--- config.mk ---
export PLATFORM = sky130hd
export DESIGN_NAME = axi_single_burst_master
export DESIGN_NICKNAME = d
export VERILOG_FILES = /design/src/rtl/axi_single_burst_master.sv
export SDC_FILE = /design/constraint.sdc
export NUM_CORES = 1
export LEC_CHECK = 0
export BUFFER_PORTS_ARGS = -buffer_cell sky130_fd_sc_hd__buf_2
export CAP_MARGIN = 10
export CORE_ASPECT_RATIO = 0.6
export CORE_MARGIN = 10
export CORE_UTILIZATION = 42
export DETAILED_ROUTE_END_ITERATION = 10
export PLACE_DENSITY = 0.89
export SLEW_MARGIN = 20
export SYNTH_ARGS = -nofsm -noshare
export SYNTH_HDL_FRONTEND = slang
export SYNTH_SLANG_ARGS = --single-unit
--- constraint.sdc ---
create_clock -name clk -period 2.4 [get_ports clk]
set_input_delay 0.24 -clock clk [delete_from_list [all_inputs] [get_ports clk]]
set_output_delay 0.24 -clock clk [all_outputs]
set_load 0.02 [all_outputs]
--- src/rtl/axi_single_burst_master.sv ---
`default_nettype none
// ============================================================================
// Module   : axi_single_burst_master
// Purpose  : AXI4 initiator that issues one INCR burst at a time (write via
//            AW/W/B, read via AR/R). Commands come from a local command port.
//            Write data enters, and read data leaves, on valid/ready streams.
// Revision : 1.0 - initial release
// ============================================================================
module axi_single_burst_master #(
  parameter int ID_W   = 4,
  parameter int ADDR_W = 32
) (
  input  logic              clk,
  input  logic              rstn,
  // command port
  input  logic              cmd_valid,
  output logic              cmd_ready,
  input  logic              cmd_write,
  input  logic [ADDR_W-1:0] cmd_addr,
  input  logic [7:0]        cmd_len,
  input  logic [ID_W-1:0]   cmd_id,
  // write-data stream
  input  logic              wd_valid,
  output logic              wd_ready,
  input  logic [31:0]       wd_data,
  input  logic [3:0]        wd_strb,
  // read-data stream
  output logic              rd_valid,
  input  logic              rd_ready,
  output logic [31:0]       rd_data,
  output logic              rd_last,
  // completion
  output logic              done_valid,
  output logic [1:0]        done_resp,
  output logic [ID_W-1:0]   done_id,
  // AXI write address
  output logic [ID_W-1:0]   awid,
  output logic [ADDR_W-1:0] awaddr,
  output logic [7:0]        awlen,
  output logic [2:0]        awsize,
  output logic [1:0]        awburst,
  output logic              awlock,
  output logic [3:0]        awcache,
  output logic [2:0]        awprot,
  output logic [3:0]        awqos,
  output logic [3:0]        awregion,
  output logic              awvalid,
  input  logic              awready,
  // AXI write data
  output logic [31:0]       wdata,
  output logic [3:0]        wstrb,
  output logic              wlast,
  output logic              wvalid,
  input  logic              wready,
  // AXI write response
  input  logic [ID_W-1:0]   bid,
  input  logic [1:0]        bresp,
  input  logic              bvalid,
  output logic              bready,
  // AXI read address
  output logic [ID_W-1:0]   arid,
  output logic [ADDR_W-1:0] araddr,
  output logic [7:0]        arlen,
  output logic [2:0]        arsize,
  output logic [1:0]        arburst,
  output logic              arlock,
  output logic [3:0]        arcache,
  output logic [2:0]        arprot,
  output logic [3:0]        arqos,
  output logic [3:0]        arregion,
  output logic              arvalid,
  input  logic              arready,
  // AXI read data
  input  logic [ID_W-1:0]   rid,
  input  logic [31:0]       rdata,
  input  logic [1:0]        rresp,
  input  logic              rlast,
  input  logic              rvalid,
  output logic              rready
);

  typedef enum logic [2:0] {
    S_IDLE = 3'd0,
    S_AW   = 3'd1,
    S_W    = 3'd2,
    S_B    = 3'd3,
    S_AR   = 3'd4,
    S_R    = 3'd5,
    S_DONE = 3'd6
  } state_t;

  state_t            state;
  logic [ID_W-1:0]   cur_id;
  logic [ADDR_W-1:0] cur_addr;
  logic [7:0]        cur_len;
  logic [7:0]        beat_cnt;
  logic [1:0]        max_resp;
  logic              resp_err;

  // End offset of the burst inside its 4KB page; 14 bits covers 4095 + 1024.
  logic [13:0] end_off;
  logic        illegal;
  logic        is_last;
  logic        w_hs;
  logic        r_hs;
  logic        r_beat_err;
  logic [1:0]  r_max;

  assign end_off    = {2'b00, cmd_addr[11:0]} + {4'b0000, cmd_len, 2'b00} + 14'd4;
  assign illegal    = (cmd_addr[1:0] != 2'b00) || (end_off > 14'd4096);
  assign is_last    = (beat_cnt == cur_len);
  assign w_hs       = (state == S_W) && wd_valid && wready;
  assign r_hs       = (state == S_R) && rvalid && rd_ready;
  assign r_beat_err = (rlast != is_last) || (rid != cur_id);
  assign r_max      = (rresp > max_resp) ? rresp : max_resp;

  // Control FSM: accepts a command, sequences the AXI channels, reports completion.
  always_ff @(posedge clk or negedge rstn) begin
    if (!rstn) begin
      state      <= S_IDLE;
      cur_id     <= '0;
      cur_addr   <= '0;
      cur_len    <= '0;
      beat_cnt   <= '0;
      max_resp   <= 2'b00;
      resp_err   <= 1'b0;
      awvalid    <= 1'b0;
      arvalid    <= 1'b0;
      done_valid <= 1'b0;
      done_resp  <= 2'b00;
      done_id    <= '0;
    end else begin
      done_valid <= 1'b0;
      case (state)
        S_IDLE: begin
          if (cmd_valid) begin
            cur_id   <= cmd_id;
            cur_addr <= cmd_addr;
            cur_len  <= cmd_len;
            beat_cnt <= '0;
            max_resp <= 2'b00;
            resp_err <= 1'b0;
            if (illegal) begin
              // Misaligned or page-crossing bursts never reach the bus.
              state      <= S_DONE;
              done_valid <= 1'b1;
              done_resp  <= 2'b10;
              done_id    <= cmd_id;
            end else if (cmd_write) begin
              state   <= S_AW;
              awvalid <= 1'b1;
            end else begin
              state   <= S_AR;
              arvalid <= 1'b1;
            end
          end
        end
        S_AW: begin
          if (awready) begin
            awvalid <= 1'b0;
            state   <= S_W;
          end
        end
        S_W: begin
          if (w_hs) begin
            if (is_last) state <= S_B;
            else         beat_cnt <= beat_cnt + 8'd1;
          end
        end
        S_B: begin
          if (bvalid) begin
            done_resp  <= (bid != cur_id) ? 2'b10 : bresp;
            done_id    <= cur_id;
            done_valid <= 1'b1;
            state      <= S_DONE;
          end
        end
        S_AR: begin
          if (arready) begin
            arvalid <= 1'b0;
            state   <= S_R;
          end
        end
        S_R: begin
          if (r_hs) begin
            max_resp <= r_max;
            resp_err <= resp_err | r_beat_err;
            // Completion is driven by the local beat count, not by rlast.
            if (is_last) begin
              done_resp  <= (resp_err || r_beat_err) ? 2'b10 : r_max;
              done_id    <= cur_id;
              done_valid <= 1'b1;
              state      <= S_DONE;
            end else begin
              beat_cnt <= beat_cnt + 8'd1;
            end
          end
        end
        S_DONE:  state <= S_IDLE;
        default: state <= S_IDLE;
      endcase
    end
  end

  assign cmd_ready = (state == S_IDLE);

  assign awid     = cur_id;
  assign awaddr   = cur_addr;
  assign awlen    = cur_len;
  assign awsize   = 3'b010;
  assign awburst  = 2'b01;
  assign awlock   = 1'b0;
  assign awcache  = 4'b0000;
  assign awprot   = 3'b000;
  assign awqos    = 4'b0000;
  assign awregion = 4'b0000;

  assign arid     = cur_id;
  assign araddr   = cur_addr;
  assign arlen    = cur_len;
  assign arsize   = 3'b010;
  assign arburst  = 2'b01;
  assign arlock   = 1'b0;
  assign arcache  = 4'b0000;
  assign arprot   = 3'b000;
  assign arqos    = 4'b0000;
  assign arregion = 4'b0000;

  // Stream pass-through is gated by state so outputs fall with an async reset.
  assign wvalid   = (state == S_W) && wd_valid;
  assign wd_ready = (state == S_W) && wready;
  assign wdata    = (state == S_W) ? wd_data : 32'h0;
  assign wstrb    = (state == S_W) ? wd_strb : 4'h0;
  assign wlast    = (state == S_W) && is_last;
  assign bready   = (state == S_B);

  assign rready   = (state == S_R) && rd_ready;
  assign rd_valid = (state == S_R) && rvalid;
  assign rd_data  = (state == S_R) ? rdata : 32'h0;
  assign rd_last  = (state == S_R) && is_last;

endmodule
`default_nettype wire

==> out/results.tsv, run 1 <==
stage	metric	value	unit
timing	worst-margin pin slew	543	ps
clock_tree	clock root cell	clkbuf_16	
synthesis	syn avg cell area	8.32	sq um
timing	minimum clock period	2350	ps
grt	first-pass GRT wire length	25400	um
synthesis	area share of fa/ha/maj cells after synthesis	5.63	%
detailed_routing	via count	4738	
synthesis	ranking of synthesized cells by area	dfrtp_1 35%, buf_4 13%, nand2_1 11%, and2_1 9.5%, ha_1 5.2%	
synthesis	biggest area consumer among synthesized cells	dfrtp_1	
synthesis	Synth Area in Simple Gates	26.9	%
detailed_routing	first-pass detailed-route iteration total	4	
die	I/O Pins	351	
synthesis	post-synthesis cell area	4800	sq um
power	Pwr Total	8.09	mW
job	number of max-capacitance violations reported	0	
cells_and_area	Layout area overhead	41.5	%
detailed_routing	final WL	17700	um
power	static leakage	3.88	nW
synthesis	Synth Flop Type	dfrtp_1	
grt	vias in the first global route	4699	
timing	fin. max-slew vios	0	
worst_setup_path	crit path DAT	2550	ps
timing	Max Clock Skew	10.2	ps
worst_setup_path	crit-path cells	buf_6 -> ha_4 -> ha_4 -> inv_2 -> fa_2 -> nand2_1 -> nor2_2 -> o2111ai_1 -> a2111oi_2 -> a31o_4 -> o211ai_4 -> buf_12 -> mux2_4	
clock_tree	CTS tree	done	
clock_tree	Reg clk slew, reported paths	60	ps
cells_and_area	number of diodes	0	
power	power per cell area	1190	nW/um^2
synthesis	async set-or-reset flop fraction in the synthesized netlist	100	%
worst_setup_path	max incr delay on CP	510	ps
clock_tree	Num CTS Buffers	9	
synthesis	largest family of logic cells by synthesized area	simple AND/OR/NAND/NOR gates	
synthesis	EDFF count, synth	0	
grt	gr usage total	19.8	%
grt	antenna violations before repair	0	
worst_setup_path	CP top delay family	adder cells	
synthesis	Synth cell types	52	
synthesis	post-synthesis xor/xnor area fraction	4.92	%
die	chip width	158	um
timing	RSZ-0062 raised after global routing	yes	
timing	Max Freq	426	MHz
cells_and_area	# nets final	1017	
detailed_routing	DR WL/cell	17.5	um
worst_setup_path	worst-path fanout max	7	
placement	port bufs	308	
timing	endpoints failing hold	0	
synthesis	top cell type's share of synthesized area	34.9	%
worst_setup_path	Worst EP required	2610	ps
timing	setup violators final	0	
clock_tree	Clk Latency, worst-skew pair	330	ps
synthesis	sequential element share of the synthesized area	34.9	%
worst_setup_path	most used cell, CP	ha_4	
clock_tree	clock buffer depth	2	
clock_tree	H-tree levels	3	
die	row cnt	30	
placement	post-DP HPWL	14500	um
timing	Rel. slew slack	63.8	%
worst_setup_path	WP buf/inv	3	
synthesis	Yosys warnings	0	
detailed_routing	via/cell ratio	4.70	
worst_setup_path	Worst setup SP type	input port	
worst_setup_path	critical path type	in2reg	
power	Peak supply drop	726	uV
grt	total gr overflow	0	
worst_hold_path	worst hold-check path type	in2reg	
grt	largest net degree at the start of global routing	68	
die	Die H	103	um
detailed_routing	post-route DRC violation count	0	
detailed_routing	DRT antenna net count	0	
synthesis	FF+latch count, synth	67	
run_status	outcome	completed	
placement	placed cell area	6360	sq um
placement	GPL Wtd Cong	0.858	
timing	final cycle utilization of the critical path	97.7	%
detailed_routing	First DRT Iteration DRCs	198	
synthesis	fraction of synthesized area in multiplexers	3.41	%
worst_setup_path	slowest stage cell on the critical path	fa_2	
synthesis	Synth Area in Compound Gates	7.69	%
synthesis	Cells after Synth	577	
die	Initial Util	42.8	%
worst_setup_path	Crit. End Element	flop	
cells_and_area	layout cell share with drive strength beyond 1	46.2	%
clock_tree	# clock sinks	67	
die	die area	16300	sq um
die	Floorplan Core Area	11200	sq um
cells_and_area	fin area	6800	sq um
-- kinds of logic after synthesis --
family,count (synthesis)
xor+xnor,27
simple gates,271
buf+inv,123
mux,15
other cells,2
fa+ha+maj,21
flops,67
compound gates,51
-- cells in the mapped netlist (3+ instances only) --
cell,number
a21o_1,3
a21oi_1,11
and2_1,73
and3_1,3
buf_4,86
clkbuf_1,20
dfrtp_1,67
ha_1,20
inv_1,16
mux2_2,10
mux2i_1,4
nand2_1,138
nand2b_1,4
nand3_1,10
nand4_1,5
nor2_1,24
nor3_1,5
o21ai_0,9
o22ai_1,3
o31ai_1,4
xnor2_1,14
xor2_1,13
-- where the power goes --
part / switching, mW / internal, mW / total (mW)
logic: 2.99 / 1.70 / 4.68
registers: 0.454 / 1.59 / 2.04
clock network: 0.506 / 0.863 / 1.37
-- worst min-delay path: cells and delay by family --
family,cells,cell delay (ps)
buffers and inverters,1,70
AND/OR/NAND/NOR,2,90
-- state kept, by name, indices dropped and copies added, names as in the netlist, 2 cells and up --
name / count
done_resp: 2
state: 3
beat_cnt: 8
max_resp: 2
arid: 4
done_id: 4
arlen: 8
araddr: 32
-- final timing paths --
kind                                    startpoint                  endpoint  slack (ps)  depth (start not counted)
min in group asynchronous                     rstn    araddr[15]$_DFFE_PN0P_         470                          3
hold / removal                        cmd_addr[19]    araddr[19]$_DFFE_PN0P_         110                          3
setup / recovery                        cmd_len[1]  done_resp[0]$_DFFE_PN0P_          50                         13
max in group asynchronous                     rstn   max_resp[1]$_DFFE_PN0P_        1610                          3
setup reg to reg           beat_cnt[0]$_DFFE_PN0P_  done_resp[1]$_DFFE_PN0P_         220                          7
hold reg to reg             araddr[14]$_DFFE_PN0P_    araddr[14]$_DFFE_PN0P_         490                          2
-- stage by stage --
stage	utilization (%)	worst slack [ps]	hold WS [ps]	setup TNS (ps)	cells
3_3_place_gp	56.7	-364	286	-2740	991
3_5_place_dp	56.7	-447	288	-3570	991
4_1_cts	60.0	1.55	93.3	0	1009
6_report	60.5	54.3	109	0	1009
2_1_floorplan	-	-155	-55.6	-927	617
5_1_grt	60.5	-29.6	97.6	-148	1009
-- layer usage --
metal	wire (um)	vias to the layer above	track usage [%]
met4	80	0	2.13
met1	7450	2217	26.1
met3	1790	10	7.21
met2	8340	211	31.4
met5	0	-	0
li1	-	2300	-
-- layout make-up --
cell class	count	area, sq um
fill	988	4430
clock inverter	5	61.3
timing repair buffer	338	1820
inverter	17	66.3
multi-input combinational	427	2740
sequential	67	1680
tap	144	180
clock buffer	11	253
-- placed cells by master (no fill, tap or decap), drive strengths merged, types with 2 or more instances in the layout --
cell	instances
o22ai	3
a21oi	12
and2	73
and3	4
nor4	2
a221oi	2
xnor2	14
mux2	11
inv	17
dfrtp	67
buf	337
a21o	3
a22oi	2
nand3	10
o31ai	4
a31oi	2
conb	42
ha	20
clkinvlp	3
a211oi	2
nor3	7
nand4	5
o21ai	9
nand2	138
nor2	24
xor2	13
nand2b	4
mux2i	4
clkbuf	11
-- timing repair --
item                       CTS  global route
hold endpoints to repair    67             0
cloned                       0             0
gates resized for setup      6             9
pin swaps                    4             3
hold buffers                 1             0
setup endpoints to repair    6            14
setup buffers                1             1
(Power assumes the default switching activity.)
==> run 2: changes to the inputs <==
Settings changed: SETUP_SLACK_MARGIN from default to 0.1.
==> out/results.tsv, run 2 (synthesis gave the netlist of run 1 again) <==
stage	metric	value	unit
power	Pwr Total	8.21	mW
clock_tree	CTS tree	done	
cells_and_area	Cell Count, Final, Fillers Out	1008	
die	I/O Pins	351	
worst_setup_path	CP Launch Point	cmd_addr[4]	
cells_and_area	# nets final	1016	
run_status	failing checks	negative setup slack	
die	row cnt	30	
worst_hold_path	worst hold-check path type	in2reg	
timing	worst-margin pin slew	548	ps
clock_tree	Clk Latency, worst-skew pair	330	ps
cells_and_area	layout cell share with drive strength beyond 1	46.2	%
detailed_routing	first-pass detailed-route iteration total	4	
placement	GPL Wtd Cong	0.876	
detailed_routing	First DRT Iteration DRCs	267	
worst_setup_path	worst-path fanout max	7	
cells_and_area	fin area	6790	sq um
grt	largest net degree at the start of global routing	68	
placement	placed cell area	6330	sq um
detailed_routing	DR WL/cell	17.9	um
worst_setup_path	Worst setup SP type	input port	
power	power per cell area	1210	nW/um^2
die	chip width	158	um
cells_and_area	Layout area overhead	41.3	%
clock_tree	clock root cell	clkbuf_16	
job	number of max-capacitance violations reported	0	
cells_and_area	most frequent cells in the layout	305 x buf_2, 138 x nand2_1, 73 x and2_1, 67 x dfrtp_1, 42 x conb_1	
detailed_routing	post-route DRC violation count	0	
die	Die H	103	um
placement	placed cell count	989	
detailed_routing	via/cell ratio	4.68	
worst_setup_path	crit path DAT	2630	ps
grt	vias in the first global route	4728	
worst_setup_path	Reg2Reg Depth	7	
die	die area	16300	sq um
worst_setup_path	r2r setup slk	130	ps
grt	total gr overflow	0	
cells_and_area	leading cell type in the layout, fill and taps excluded	buf_2	
placement	post-DP HPWL	14900	um
grt	first-pass GRT wire length	25900	um
clock_tree	H-tree levels	3	
power	Peak supply drop	639	uV
worst_setup_path	critical path type	in2reg	
clock_tree	Num CTS Buffers	9	
timing	Rel. slew slack	63.1	%
detailed_routing	final WL	18100	um
grt	gr usage total	20.3	%
clock_tree	Reg clk slew, reported paths	60	ps
grt	antenna violations before repair	0	
run_status	outcome	complete, but fails checks	
cells_and_area	number of diodes	0	
clock_tree	clock buffer depth	2	
timing	setup violators final	7	
timing	minimum clock period	2420	ps
worst_setup_path	worst r2r src	arlen[3]$_DFFE_PN0P_	
worst_hold_path	Hold Startpoint	cmd_addr[29]	
worst_hold_path	cell depth of the worst hold path	3	
die	Floorplan Core Area	11200	sq um
timing	RSZ-0062 raised after global routing	yes	
placement	port bufs	308	
power	static leakage	3.90	nW
timing	Max Clock Skew	5.89	ps
detailed_routing	via count	4722	
timing	fin. max-slew vios	0	
timing	setup TNS	-117	ps
cells_and_area	max reg flops	32	
worst_setup_path	Worst EP required	2610	ps
die	Initial Util	42.8	%
timing	final cycle utilization of the critical path	101	%
detailed_routing	DRT antenna net count	0	
worst_setup_path	Crit. End Element	flop	
timing	Max Freq	413	MHz
cells_and_area	Finished Core Util	60.5	%
timing	endpoints failing hold	0	
timing	Final WS setup	-22.0	ps
clock_tree	# clock sinks	67	
==> run 2: worst max-delay path: stages <==
cell	delay, ps
buf_2	120
ha_4	240
ha_1	270
a21o_1	210
buf_4	160
a21oi_2	150
xnor2_1	100
a2111oi_2	370
a31o_2	270
o211ai_4	160
mux2_4	330
==> run 2: report_power, final <==
group | internal, mW | leakage (nW) | total [mW] | switching, mW
sequential | 1.59 | 0.848 | 2.04 | 0.452
combinational | 1.65 | 2.88 | 4.66 | 3.01
clock | 1.01 | 0.165 | 1.51 | 0.497
==> run 2: worst paths after layout <==
check | to
max | done_resp[1]$_DFFE_PN0P_
min | araddr[29]$_DFFE_PN0P_
max reg2reg | done_resp[1]$_DFFE_PN0P_
min reg2reg | araddr[21]$_DFFE_PN0P_
max in group asynchronous | done_resp[1]$_DFFE_PN0P_
min in group asynchronous | araddr[14]$_DFFE_PN0P_
==> run 2: layout make-up <==
cell class,count,area [sq um]
Sequential cell,67,1680
Timing Repair Buffer,337,1810
Clock inverter,7,116
Inverter,17,66.3
Fill cell,995,4440
Tap cell,144,180
Clock buffer,9,225
Multi-Input combinational cell,427,2720
==> run 2: what timing repair did <==
| action | 4_1_cts | 5_1_grt |
|---|---|---|
| buffers inserted | 0 | 2 |
| setup endpoints to repair | 8 | 18 |
| gates cloned | 0 | 0 |
| resized for setup | 9 | 9 |
| endpoints found under the hold margin | 67 | 0 |
| hold buffers | 1 | 0 |
| pin swaps | 4 | 1 |
==> run 2: metal layers <==
layer | wire length, um | up-vias | GRT usage [%] | share of wire, %
li1 | - | 2303 | - | -
met5 | 0 | - | 0 | 0
met2 | 8530 | 219 | 32.1 | 47
met4 | 126 | 0 | 3.05 | 0.70
met3 | 1730 | 13 | 7.33 | 9.6
met1 | 7680 | 2187 | 26.7 | 43
==> run 2: metrics by stage <==
stage	worst slack (ps)	hold WS, ps
5_1_grt	-91.2	96.0
3_3_place_gp	-376	285
6_report	-22.0	97.0
3_5_place_dp	-456	292
2_1_floorplan	-155	-55.6
4_1_cts	-14.1	83.5
==> run 3: changes to the inputs <==
Settings changed: CORE_UTILIZATION 42 to 35, PLACE_DENSITY 0.89 to 0.77.
==> out/results.tsv, run 3 (synthesis gave the netlist of run 1 again) <==
stage	metric	value	unit
cells_and_area	layout cell share with drive strength beyond 1	46.0	%
power	Clock Power Share	17.7	%
power	Peak supply drop	657	uV
timing	fin. max-slew vios	0	
cells_and_area	Layout area overhead	42.2	%
timing	hold_ws	-0.427	ps
timing	Max Clock Skew	7.20	ps
timing	setup TNS	0	ps
clock_tree	H-tree levels	3	
die	die area	19000	sq um
cells_and_area	most frequent cells in the layout	305 x buf_2, 138 x nand2_1, 73 x and2_1, 67 x dfrtp_1, 42 x conb_1	
detailed_routing	DR WL/cell	17.2	um
timing	worst-margin pin slew	873	ps
detailed_routing	via count	4698	
clock_tree	CTS tree	done	
run_status	failing checks	negative hold slack	
timing	endpoints failing hold	4	
grt	largest net degree at the start of global routing	68	
timing	minimum clock period	2400	ps
worst_setup_path	worst-path fanout max	7	
power	static leakage	3.90	nW
grt	vias in the first global route	4684	
timing	setup violators final	0	
clock_tree	Clk Latency, worst-skew pair	330	ps
run_status	outcome	complete, but fails checks	
detailed_routing	post-route DRC violation count	0	
placement	port bufs	308	
timing	Rel. slew slack	41.8	%
placement	post-DP HPWL	14700	um
clock_tree	# clock sinks	67	
timing	final cycle utilization of the critical path	100	%
worst_setup_path	Crit. End Element	flop	
power	power per cell area	1200	nW/um^2
grt	first-pass GRT wire length	26700	um
detailed_routing	first-pass detailed-route iteration total	5	
power	Net Sw Frac	48.2	%
die	row cnt	33	
detailed_routing	DRT antenna net count	0	
clock_tree	# hold bufs at CTS	0	
cells_and_area	max reg flops	32	
die	Floorplan Core Area	13500	sq um
power	Pwr Total	8.20	mW
grt	antenna violations before repair	1	
grt	gr usage total	17.4	%
worst_setup_path	CP Launch Point	cmd_addr[3]	
detailed_routing	final WL	17900	um
worst_setup_path	worst r2r src	arlen[2]$_DFFE_PN0P_	
power	Flop pwr share	24.9	%
worst_setup_path	Worst EP required	2610	ps
worst_setup_path	critical path type	in2reg	
job	number of max-capacitance violations reported	0	
power	net load switching power	3.96	mW
power	Comb pwr share	57.4	%
cells_and_area	# nets final	1019	
worst_hold_path	worst hold-check path type	in2async	
placement	placed cell count	1021	
detailed_routing	via/cell ratio	4.50	
placement	GPL Wtd Cong	0.898	
clock_tree	clock root cell	clkbuf_16	
cells_and_area	leading cell type in the layout, fill and taps excluded	buf_2	
cells_and_area	filler cell count	1284	
grt	total gr overflow	0	
clock_tree	clock buffer depth	2	
worst_setup_path	Worst setup SP type	input port	
die	Die H	111	um
cells_and_area	Cell Count, Final, Fillers Out	1043	
die	chip width	171	um
timing	Max Freq	417	MHz
die	Initial Util	35.5	%
worst_setup_path	crit path DAT	2610	ps
clock_tree	Num CTS Buffers	9	
timing	RSZ-0062 raised after global routing	yes	
die	I/O Pins	351	
detailed_routing	First DRT Iteration DRCs	316	
clock_tree	Reg clk slew, reported paths	60	ps
power	P_int	4.25	mW
run 3: repair_timing:
action / CTS / global route
setup buffers: 3 / 2
gates cloned: 0 / 0
gates resized for setup: 7 / 5
pin swaps: 11 / 7
setup endpoints to repair: 8 / 26
run 3: critical path, stage by stage:
cell       delay (ps)
buf_8             100
ha_4              270
ha_4              130
inv_2              30
fa_2              500
nand2_1            50
nor2_1            120
o2111ai_2         110
a2111oi_2         240
a31o_2            270
o211ai_4           90
buf_12            150
mux2_4            290
run 3: worst paths after layout:
kind                                            end  slack (ps)  depth (start not counted)
max                          done_id[2]$_DFFE_PN0P_         0.9                         13
min                          araddr[19]$_DFFE_PN0P_        -0.4                          1
max reg2reg                done_resp[1]$_DFFE_PN0P_         150                          7
min reg2reg                 max_resp[1]$_DFFE_PN0P_         490                          2
max in group asynchronous       arvalid$_DFFE_PN0P_        1800                          1
min in group clk             araddr[19]$_DFFE_PN0P_         100                          3
run 3: per-stage QoR:
step | utilization, % | setup slack, ps | area [sq um] | hold WS [ps]
after global routing | 50.4 | -77.5 | 6830 | 87.4
after global placement | 47.1 | -384 | 6380 | 416
final | 50.4 | 0.884 | 6830 | -0.427
after detailed placement | 47.1 | -434 | 6380 | 421
after CTS | 50.0 | -46.7 | 6770 | 64.1
after floorplan | - | -155 | 5110 | -55.6
run 3: per-layer routing:
metal,vias to the layer above,track usage (%),part of all wire (%)
met2,198,27.0,46
met1,2179,23.7,46
li1,2310,-,-
met4,0,2.19,0.49
met5,-,0,0
met3,11,5.62,8.4
run 3: layout make-up:
type | count | area (sq um) | area share (%)
Clock inverter | 6 | 88.8 | 1.30
Inverter | 17 | 63.8 | 0.934
Sequential cell | 67 | 1680 | 24.5
Timing Repair Buffer | 340 | 1830 | 26.8
Antenna cell | 1 | 2.50 | 0.0366
Clock buffer | 10 | 239 | 3.50
Multi-Input combinational cell | 427 | 2710 | 39.7
Tap cell | 175 | 219 | 3.21
run 3: power by group through the flow:
stage          clock, mW  combinational (mW)  sequential [mW]
2_1_floorplan          0                2.89             2.45
3_3_place_gp           0                4.59             2.03
3_5_place_dp           0                4.63             2.05
4_1_cts             1.50                4.69             2.04
5_1_grt             1.55                5.06             2.12
6_report            1.45                4.71             2.04
